==> src/rtl/frame_pkg.sv <==
// -----------------------------------------------------------------------------
// frame_pkg
// Shared definitions for the frame serializer transmit path and any receiver
// that needs to rebuild the same frame or check its CRC.
//   state_t          : serializer FSM states
//   CRC16_POLY/INIT  : CRC-16-CCITT constants (no reflection, no final XOR)
//   DEFAULT_PREAMBLE : preamble/SFD sent ahead of every payload
//   frame_w()        : total frame width in bits
//   crc16_step()     : one MSB-first CRC-16 update with a single data bit
// -----------------------------------------------------------------------------
package frame_pkg;

    typedef enum logic [1:0] {
        IDLE  = 2'd0,
        SHIFT = 2'd1,
        DONE  = 2'd2
    } state_t;

    localparam logic [15:0] CRC16_POLY       = 16'h1021;
    localparam logic [15:0] CRC16_INIT       = 16'hFFFF;
    localparam logic [23:0] DEFAULT_PREAMBLE = 24'h55557A;

    function automatic int frame_w(input int preamble_w, input int payload_w, input int crc_w);
        return preamble_w + payload_w + crc_w;
    endfunction

    // Shift the register left and fold the polynomial in when the bit leaving
    // the top differs from the incoming data bit.
    function automatic logic [15:0] crc16_step(input logic [15:0] crc, input logic bit_in);
        logic feedback;
        feedback = crc[15] ^ bit_in;
        return {crc[14:0], 1'b0} ^ (feedback ? CRC16_POLY : 16'h0000);
    endfunction

endpackage

==> src/rtl/crc16_serial.sv <==
// -----------------------------------------------------------------------------
// crc16_serial
// Bit-serial CRC-16-CCITT engine (poly 0x1021, MSB-first). Used by the
// serializer to build the CRC field and usable by a receiver for checking.
//   clk    : clock
//   reset  : asynchronous, active-low
//   init   : load CRC16_INIT (takes priority over en)
//   en     : absorb bit_in this cycle
//   bit_in : data bit
//   crc    : current CRC register
// -----------------------------------------------------------------------------
module crc16_serial
    import frame_pkg::*;
(
    input  logic        clk,
    input  logic        reset,
    input  logic        init,
    input  logic        en,
    input  logic        bit_in,
    output logic [15:0] crc
);

    logic [15:0] crc_r;

    // CRC register: seed on init, fold one bit per enabled cycle.
    always_ff @(posedge clk or negedge reset) begin
        if (!reset) begin
            crc_r <= 16'h0000;
        end else if (init) begin
            crc_r <= CRC16_INIT;
        end else if (en) begin
            crc_r <= crc16_step(crc_r, bit_in);
        end else begin
            crc_r <= crc_r;
        end
    end

    assign crc = crc_r;

endmodule

==> src/rtl/frame_serializer.sv <==
// -----------------------------------------------------------------------------
// frame_serializer
// MSB-first serializer for {PREAMBLE, payload, CRC} frames, one bit every
// bit_div+1 cycles. CRC is taken from data_crc or computed on the fly.
//   sys_clk, reset        : clock, asynchronous active-low reset
//   load_valid/load_ready : frame request handshake (ready only in IDLE)
//   data_payload, data_crc, bit_div : sampled when the request is accepted
//   abort                 : drop the frame in progress (ignored outside SHIFT)
//   serial_out            : serial data, 0 when not shifting
//   bit_tick              : high on the first cycle of every bit
//   busy                  : high while frame bits are on the line
//   serial_done_tick      : one-cycle pulse after the last bit
// -----------------------------------------------------------------------------
module frame_serializer
    import frame_pkg::*;
#(
    parameter int                    PAYLOAD_W    = 32,
    parameter int                    CRC_W        = 16,
    parameter int                    PREAMBLE_W   = 24,
    parameter logic [PREAMBLE_W-1:0] PREAMBLE     = DEFAULT_PREAMBLE,
    parameter int                    DIV_W        = 8,
    parameter bit                    CRC_INTERNAL = 1'b0
) (
    input  logic                 sys_clk,
    input  logic                 reset,
    input  logic                 load_valid,
    output logic                 load_ready,
    input  logic [PAYLOAD_W-1:0] data_payload,
    input  logic [CRC_W-1:0]     data_crc,
    input  logic [DIV_W-1:0]     bit_div,
    input  logic                 abort,
    output logic                 serial_out,
    output logic                 bit_tick,
    output logic                 busy,
    output logic                 serial_done_tick
);

    localparam int FRAME_W = frame_w(PREAMBLE_W, PAYLOAD_W, CRC_W);
    localparam int CNT_W   = $clog2(FRAME_W);

    localparam logic [CNT_W-1:0] CNT_ZERO = {CNT_W{1'b0}};
    localparam logic [CNT_W-1:0] CNT_ONE  = CNT_W'(1);
    localparam logic [CNT_W-1:0] LAST_BIT = CNT_W'(FRAME_W - 1);
    // The bit ending at PAY_PRE starts the first payload bit; the bit ending
    // at PAY_LAST is the last payload bit, after which the CRC field follows.
    localparam logic [CNT_W-1:0] PAY_PRE  = CNT_W'(PREAMBLE_W - 1);
    localparam logic [CNT_W-1:0] PAY_LAST = CNT_W'(PREAMBLE_W + PAYLOAD_W - 1);

    localparam logic [DIV_W-1:0]   DIV_ZERO   = {DIV_W{1'b0}};
    localparam logic [DIV_W-1:0]   DIV_ONE    = DIV_W'(1);
    localparam logic [FRAME_W-1:0] FRAME_ZERO = {FRAME_W{1'b0}};

    state_t             state_r;
    logic [FRAME_W-1:0] frame_r;
    logic [DIV_W-1:0]   div_r;
    logic [DIV_W-1:0]   div_cnt_r;
    logic [CNT_W-1:0]   bit_cnt_r;
    logic               bit_tick_r;
    logic               busy_r;
    logic               done_r;

    logic               bit_end_s;
    logic [FRAME_W-1:0] frame_next_s;
    logic [CRC_W-1:0]   crc_s;

    assign bit_end_s = (div_cnt_r == div_r);

    generate
        if (CRC_INTERNAL) begin : g_crc
            logic crc_init_s;
            logic crc_en_s;
            // Seed on acceptance; absorb each payload bit on the edge that
            // starts it, so the CRC is complete before the last payload bit ends.
            assign crc_init_s = (state_r == IDLE) && load_valid;
            assign crc_en_s   = (state_r == SHIFT) && !abort && bit_end_s &&
                                (bit_cnt_r >= PAY_PRE) && (bit_cnt_r < PAY_LAST);
            crc16_serial u_crc (
                .clk    (sys_clk),
                .reset  (reset),
                .init   (crc_init_s),
                .en     (crc_en_s),
                .bit_in (frame_r[FRAME_W-2]),
                .crc    (crc_s)
            );
        end else begin : g_no_crc
            assign crc_s = {CRC_W{1'b0}};
        end
    endgenerate

    // Next frame contents at a bit boundary: plain shift, except that the
    // internally computed CRC overwrites the CRC field as it reaches the MSB.
    always_comb begin
        frame_next_s = {frame_r[FRAME_W-2:0], 1'b0};
        if (CRC_INTERNAL && (bit_cnt_r == PAY_LAST)) begin
            frame_next_s = {crc_s, {(FRAME_W-CRC_W){1'b0}}};
        end else begin
            frame_next_s = {frame_r[FRAME_W-2:0], 1'b0};
        end
    end

    // Serializer FSM with registered status outputs. serial_out is the frame
    // register MSB, which is all-zero outside SHIFT (shifted out or cleared).
    always_ff @(posedge sys_clk or negedge reset) begin
        if (!reset) begin
            state_r    <= IDLE;
            frame_r    <= FRAME_ZERO;
            div_r      <= DIV_ZERO;
            div_cnt_r  <= DIV_ZERO;
            bit_cnt_r  <= CNT_ZERO;
            bit_tick_r <= 1'b0;
            busy_r     <= 1'b0;
            done_r     <= 1'b0;
        end else begin
            case (state_r)
                IDLE: begin
                    done_r <= 1'b0;
                    if (load_valid) begin
                        state_r    <= SHIFT;
                        frame_r    <= {PREAMBLE, data_payload, data_crc};
                        div_r      <= bit_div;
                        div_cnt_r  <= DIV_ZERO;
                        bit_cnt_r  <= CNT_ZERO;
                        bit_tick_r <= 1'b1;
                        busy_r     <= 1'b1;
                    end else begin
                        bit_tick_r <= 1'b0;
                        busy_r     <= 1'b0;
                    end
                end
                SHIFT: begin
                    if (abort) begin
                        state_r    <= IDLE;
                        frame_r    <= FRAME_ZERO;
                        div_cnt_r  <= DIV_ZERO;
                        bit_cnt_r  <= CNT_ZERO;
                        bit_tick_r <= 1'b0;
                        busy_r     <= 1'b0;
                        done_r     <= 1'b0;
                    end else if (bit_end_s) begin
                        frame_r   <= frame_next_s;
                        div_cnt_r <= DIV_ZERO;
                        if (bit_cnt_r == LAST_BIT) begin
                            state_r    <= DONE;
                            bit_cnt_r  <= CNT_ZERO;
                            bit_tick_r <= 1'b0;
                            busy_r     <= 1'b0;
                            done_r     <= 1'b1;
                        end else begin
                            bit_cnt_r  <= bit_cnt_r + CNT_ONE;
                            bit_tick_r <= 1'b1;
                        end
                    end else begin
                        div_cnt_r  <= div_cnt_r + DIV_ONE;
                        bit_tick_r <= 1'b0;
                    end
                end
                DONE: begin
                    state_r    <= IDLE;
                    bit_tick_r <= 1'b0;
                    busy_r     <= 1'b0;
                    done_r     <= 1'b0;
                end
                default: begin
                    state_r    <= IDLE;
                    frame_r    <= FRAME_ZERO;
                    div_cnt_r  <= DIV_ZERO;
                    bit_cnt_r  <= CNT_ZERO;
                    bit_tick_r <= 1'b0;
                    busy_r     <= 1'b0;
                    done_r     <= 1'b0;
                end
            endcase
        end
    end

    assign load_ready       = (state_r == IDLE);
    assign serial_out       = frame_r[FRAME_W-1];
    assign bit_tick         = bit_tick_r;
    assign busy             = busy_r;
    assign serial_done_tick = done_r;

endmodule

==> config.mk <==
export PLATFORM = sky130hd
export DESIGN_NAME = frame_serializer
export DESIGN_NICKNAME = d
export VERILOG_FILES = /design/src/rtl/frame_pkg.sv /design/src/rtl/crc16_serial.sv /design/src/rtl/frame_serializer.sv
export SDC_FILE = /design/constraint.sdc
export NUM_CORES = 1
export LEC_CHECK = 0
export BUFFER_PORTS_ARGS = -buffer_cell sky130_fd_sc_hd__buf_2
export CORE_MARGIN = 2
export CORE_UTILIZATION = 51
export CTS_CLUSTER_DIAMETER = 40
export DETAILED_ROUTE_END_ITERATION = 16
export GPL_TIMING_DRIVEN = 0
export MAX_ROUTING_LAYER = met4
export PLACE_DENSITY = 0.75
export SLEW_MARGIN = 15
export SYNTH_ARGS = -nofsm -noshare
export SYNTH_HDL_FRONTEND = slang
export SYNTH_SLANG_ARGS = --single-unit
==> constraint.sdc <==
create_clock -name sys_clk -period 1.8 [get_ports sys_clk]
set_input_delay 0.45 -clock sys_clk [delete_from_list [all_inputs] [get_ports sys_clk]]
set_output_delay 0.45 -clock sys_clk [all_outputs]
set_load 0.1 [all_outputs]
==> impl_summary.log <==
INFO  metric wl = 11900 um
INFO  metric antenna_cells = 0
INFO  metric antenna_violations_before_repair = 0
INFO  metric worstSkewPairLatency = about 0.37 ns
INFO  metric rsz0062_at_grt = yes
INFO  metric synth.largest_area_cell = sky130_fd_sc_hd__dfrtp_1
INFO  metric regToRegStartpoint = div_cnt_r[1]
INFO  metric dp_slack = -0.481 ns
INFO  metric criticalPathCategory = reg2reg
INFO  metric synthesis.area_per_instance = around 11 sq um
INFO  metric clock_tree_from_tritoncts = built
INFO  metric worst_setup_path_end_kind = flip-flop
INFO  metric worst_setup_path_startpoint = div_cnt_r[1]
INFO  metric cp_data_required_time = between 2 and 2.5 ns
INFO  metric worstPathMaxFanout = 10
INFO  metric detailroute.via_count = between 3000 and 4000
INFO  metric route.detailed.drc = 0
INFO  metric cts_num_sinks = 100
INFO  metric grt_max_degree = 66
INFO  metric setup_tns = -12.39 ns
INFO  metric synth_adder_area_share = less than 1%
INFO  metric min_period = 2.03 ns
INFO  metric htree_levels = 3
INFO  metric synth.area.mux_share = under 10%
INFO  metric register_area_share_after_synthesis = between 50% and 60%
INFO  metric slew_viol_final = 0
INFO  metric synth_nets = between 400 and 500
INFO  metric cts_root_buffer = sky130_fd_sc_hd__clkbuf_8
INFO  metric worst_setup_path_endpoint = bit_cnt_r[1]
INFO  metric die_area = approximately 9600 sq um
INFO  metric core_region_area = ~8600 sq um
INFO  metric synth_warnings = 0
INFO  metric num_io_pins = between 60 and 70
INFO  metric outcome = finished, violations left
INFO  metric power.static_leakage = between 2 and 3 nW
INFO  metric clock_tree.buffer_depth = 2
INFO  metric flop_and_latch_count_out_of_synthesis = 100
INFO  metric ant_nets = 0
INFO  metric r2r_slack = -0.23 ns
INFO  metric post_synth_xor_area_fraction = approximately 1.9%
INFO  metric hold_path.startpoint = bit_div[0]
INFO  metric finalCritPeriodShare = 113%
INFO  metric top_post_synthesis_cells_by_area = sky130_fd_sc_hd__dfrtp_1 56%, sky130_fd_sc_hd__a22oi_1 8.3%, sky130_fd_sc_hd__o21ai_0 8.0%, sky130_fd_sc_hd__o21ai_1 5.3%, sky130_fd_sc_hd__a22o_1 3.1%
INFO  metric finalNetCount = between 500 and 600
INFO  metric fin_skew = approximately 0.011 ns
INFO  metric p_per_area = a little over 1000 nW/um^2
INFO  metric critPathLaunchType = flip-flop
INFO  metric initial_core_util = between 50% and 60%
INFO  metric layoutNonFillerInstCount = about 640
INFO  metric synth_largest_type_area_fraction = between 50% and 60%
INFO  metric overflow = 0
INFO  metric port-buffer-count = between 60 and 70
INFO  metric largest_family_of_logic_cells_by_synthesized_area = compound AO/OA/AOI/OAI gates
INFO  metric tightestPinTransition = roughly 0.67 ns
INFO  metric synth-compound-area-share = between 20% and 30%
INFO  metric post_drt_via_cell_ratio = 6.20
INFO  metric timing_hold_violations_final = 0
INFO  metric global_route_wire_length_before_repair = around 18000 um
INFO  metric yosysUniqueCellTypes = 36
INFO  metric reg2reg_depth = 7
INFO  metric floorplan.die.height = approximately 98 um
INFO  metric critical_path_arrival = between 2 and 2.5 ns
INFO  metric grt_usage = 24.6%
INFO  metric timing.fmax = around 0.49 GHz
INFO  metric synth-edff-count = 0
INFO  metric routabilityCongestion = about 0.86
INFO  metric postSynth.topFlopCell = sky130_fd_sc_hd__dfrtp_1
INFO  metric drtIter0Drc = roughly 260
INFO  metric first_global_vias = about 3800
INFO  metric post-route-cell-area = approximately 6000 sq um
INFO  metric synth.cell_area = 4500 sq um
INFO  metric dp_area = about 5000 sq um
INFO  metric failed_checks = setup timing
INFO  metric vdd.ir_drop.worst = around 0.64 mV
INFO  metric finalSetupViolations = 89
INFO  metric hpwlAfterDp = roughly 7100 um
INFO  metric worst_hold_path_type = in2reg
INFO  metric post_synth_and_or_nand_nor_area_fraction = ~5.3%
INFO  metric cts.clk_slew.worst_paths = 0.09 ns
INFO  metric routedWlPerCell = 18.5 um
INFO  metric number_of_maximum_capacitance_violations = 0
INFO  metric tritoncts.num_buffers = 9
INFO  metric syn_to_final_growth = 33.7%
INFO  metric timing.slew.headroom = around 55%
INFO  metric fin_worst_hold_slack = 0.310 ns
INFO  metric detail_route.first_pass.iterations = 5
INFO  metric die_boundary_width = around 98 um
INFO  metric post-route-worst-setup-slack = -0.234 ns
INFO  metric synthArstFlopShare = between 90% and 100%
INFO  metric dpl.cell_count = approximately 590
INFO  metric syn-instance-count = between 400 and 500
INFO  metric final_layout_size_suffix_gt1_share = just over 40%
INFO  metric num_rows = 34
INFO  metric r2r_end = bit_cnt_r[1]
INFO  metric fillerInstances = about 630
## metal layers
layer | vias to the layer above | track usage, % | routed length, um
met4 | 0 | 7.16 | 256
li1 | 1806 | - | -
met2 | 143 | 37.0 | 5850
met3 | 32 | 5.58 | 624
met1 | 2003 | 33.8 | 5140
met5 | - | - | 0
## flip-flops by register name, summed over array words and instances (netlist names)
register,count
serial_done_tick,1
frame_r,72
busy,1
bit_cnt_r,7
div_r,8
bit_tick,1
div_cnt_r,8
state_r,2
## placed cells by master, fill, tap and decap left out, types with 2 or more instances in the layout
cell,netlist,layout
sky130_fd_sc_hd__nand3_1,8,8
sky130_fd_sc_hd__nor4_4,0,2
sky130_fd_sc_hd__a2bb2oi_2,0,11
sky130_fd_sc_hd__o211ai_1,2,2
sky130_fd_sc_hd__clkbuf_2,0,4
sky130_fd_sc_hd__a22o_1,16,16
sky130_fd_sc_hd__nor2_1,5,2
sky130_fd_sc_hd__and3_1,6,6
sky130_fd_sc_hd__a2bb2oi_1,13,2
sky130_fd_sc_hd__o21ai_1,48,51
sky130_fd_sc_hd__buf_6,7,14
sky130_fd_sc_hd__bufinv_16,0,3
sky130_fd_sc_hd__ha_1,2,2
sky130_fd_sc_hd__xor2_2,0,6
sky130_fd_sc_hd__nand2_1,14,11
sky130_fd_sc_hd__xor2_4,0,2
sky130_fd_sc_hd__clkbuf_4,0,2
sky130_fd_sc_hd__buf_8,0,4
sky130_fd_sc_hd__a22oi_1,50,50
sky130_fd_sc_hd__inv_1,3,3
sky130_fd_sc_hd__dfrtp_2,0,7
sky130_fd_sc_hd__or4_4,0,2
sky130_fd_sc_hd__a211oi_1,3,3
sky130_fd_sc_hd__nand2_2,0,2
sky130_fd_sc_hd__buf_4,1,31
sky130_fd_sc_hd__a21oi_4,0,2
sky130_fd_sc_hd__nor2_4,0,3
sky130_fd_sc_hd__nor4b_1,2,2
sky130_fd_sc_hd__o21ai_0,72,35
sky130_fd_sc_hd__mux2_2,9,9
sky130_fd_sc_hd__clkbuf_1,29,17
sky130_fd_sc_hd__buf_2,1,63
sky130_fd_sc_hd__o21ai_2,0,33
sky130_fd_sc_hd__dfrtp_1,100,93
sky130_fd_sc_hd__clkbuf_8,0,9
## power by group
part           total [mW]  internal [mW]  switching (mW)
Combinational        1.62          0.742           0.878
Sequential           2.89           2.63           0.258
Clock                1.71          0.927           0.782
## final cells by class
| class | instances | area (sq um) | share of cell area, % |
|---|---|---|---|
| Clock inverter | 6 | 111 | 1.85 |
| Multi-Input combinational cell | 279 | 2200 | 36.6 |
| Clock buffer | 10 | 128 | 2.12 |
| Sequential cell | 100 | 2510 | 41.7 |
| Buffer | 36 | 250 | 4.16 |
| Timing Repair Buffer | 101 | 668 | 11.1 |
| Inverter | 3 | 11.3 | 0.187 |
| Tap cell | 108 | 135 | 2.25 |
## metrics by stage
stage	total power [mW]	util [%]
CTS	5.91	64.3
global route	6.53	69.7
floorplan	3.70	-
detailed placement	4.08	58.3
global placement	4.02	58.0
finish	6.21	69.7
## kinds of logic after synthesis
group | after synthesis
AO/OA/AOI/OAI | 213
flip-flops | 100
AND/OR/NAND/NOR | 44
buffers and inverters | 41
XOR/XNOR | 10
multiplexers | 9
adder cells (fa/ha/maj) | 2
## synthesized netlist by cell type (2+ instances only)
cell	n
sky130_fd_sc_hd__nor4_2	2
sky130_fd_sc_hd__inv_1	3
sky130_fd_sc_hd__clkbuf_1	29
sky130_fd_sc_hd__o21ai_0	72
sky130_fd_sc_hd__mux2_2	9
sky130_fd_sc_hd__or4_1	2
sky130_fd_sc_hd__a2bb2oi_1	13
sky130_fd_sc_hd__nand3_1	8
sky130_fd_sc_hd__a211oi_1	3
sky130_fd_sc_hd__ha_1	2
sky130_fd_sc_hd__dfrtp_1	100
sky130_fd_sc_hd__nor2_1	5
sky130_fd_sc_hd__a22o_1	16
sky130_fd_sc_hd__a22oi_1	50
sky130_fd_sc_hd__o211ai_1	2
sky130_fd_sc_hd__and3_1	6
sky130_fd_sc_hd__nand2_1	14
sky130_fd_sc_hd__nor4b_1	2
sky130_fd_sc_hd__xor2_1	9
sky130_fd_sc_hd__nor3_1	2
sky130_fd_sc_hd__buf_6	7
sky130_fd_sc_hd__a21oi_1	2
sky130_fd_sc_hd__o21ai_1	48
## worst min path at each step
stage	slack, ns	end	depth (start not counted)
after detailed placement	0.37	frame_r[64]	1
after global placement	0.47	serial_done_tick	1
after global routing	0.30	div_r[1]	2
after CTS	0.30	div_r[1]	2
after floorplan	0.15	bit_cnt_r[0]	0
final	0.31	div_r[0]	2
## repair_timing
action / in CTS / in global routing
setup buffers: 13 / 19
hold buffers: 1 / 0
pin swaps: 8 / 20
gates resized for setup: 51 / 110
hold endpoints to repair: 35 / 0
endpoints found under the setup margin: 100 / 89
cloned: 1 / 3
## worst max-delay path, stage by stage, from the launching register on
cell and delay, ns:
sky130_fd_sc_hd__dfrtp_2 0.45, sky130_fd_sc_hd__xor2_2 0.18, sky130_fd_sc_hd__nor4_4 0.44, sky130_fd_sc_hd__a21oi_4 0.14
sky130_fd_sc_hd__or2_1 0.24, sky130_fd_sc_hd__buf_6 0.14, sky130_fd_sc_hd__buf_6 0.15, sky130_fd_sc_hd__a22o_1 0.19
Power figures use the tool's default switching activity.
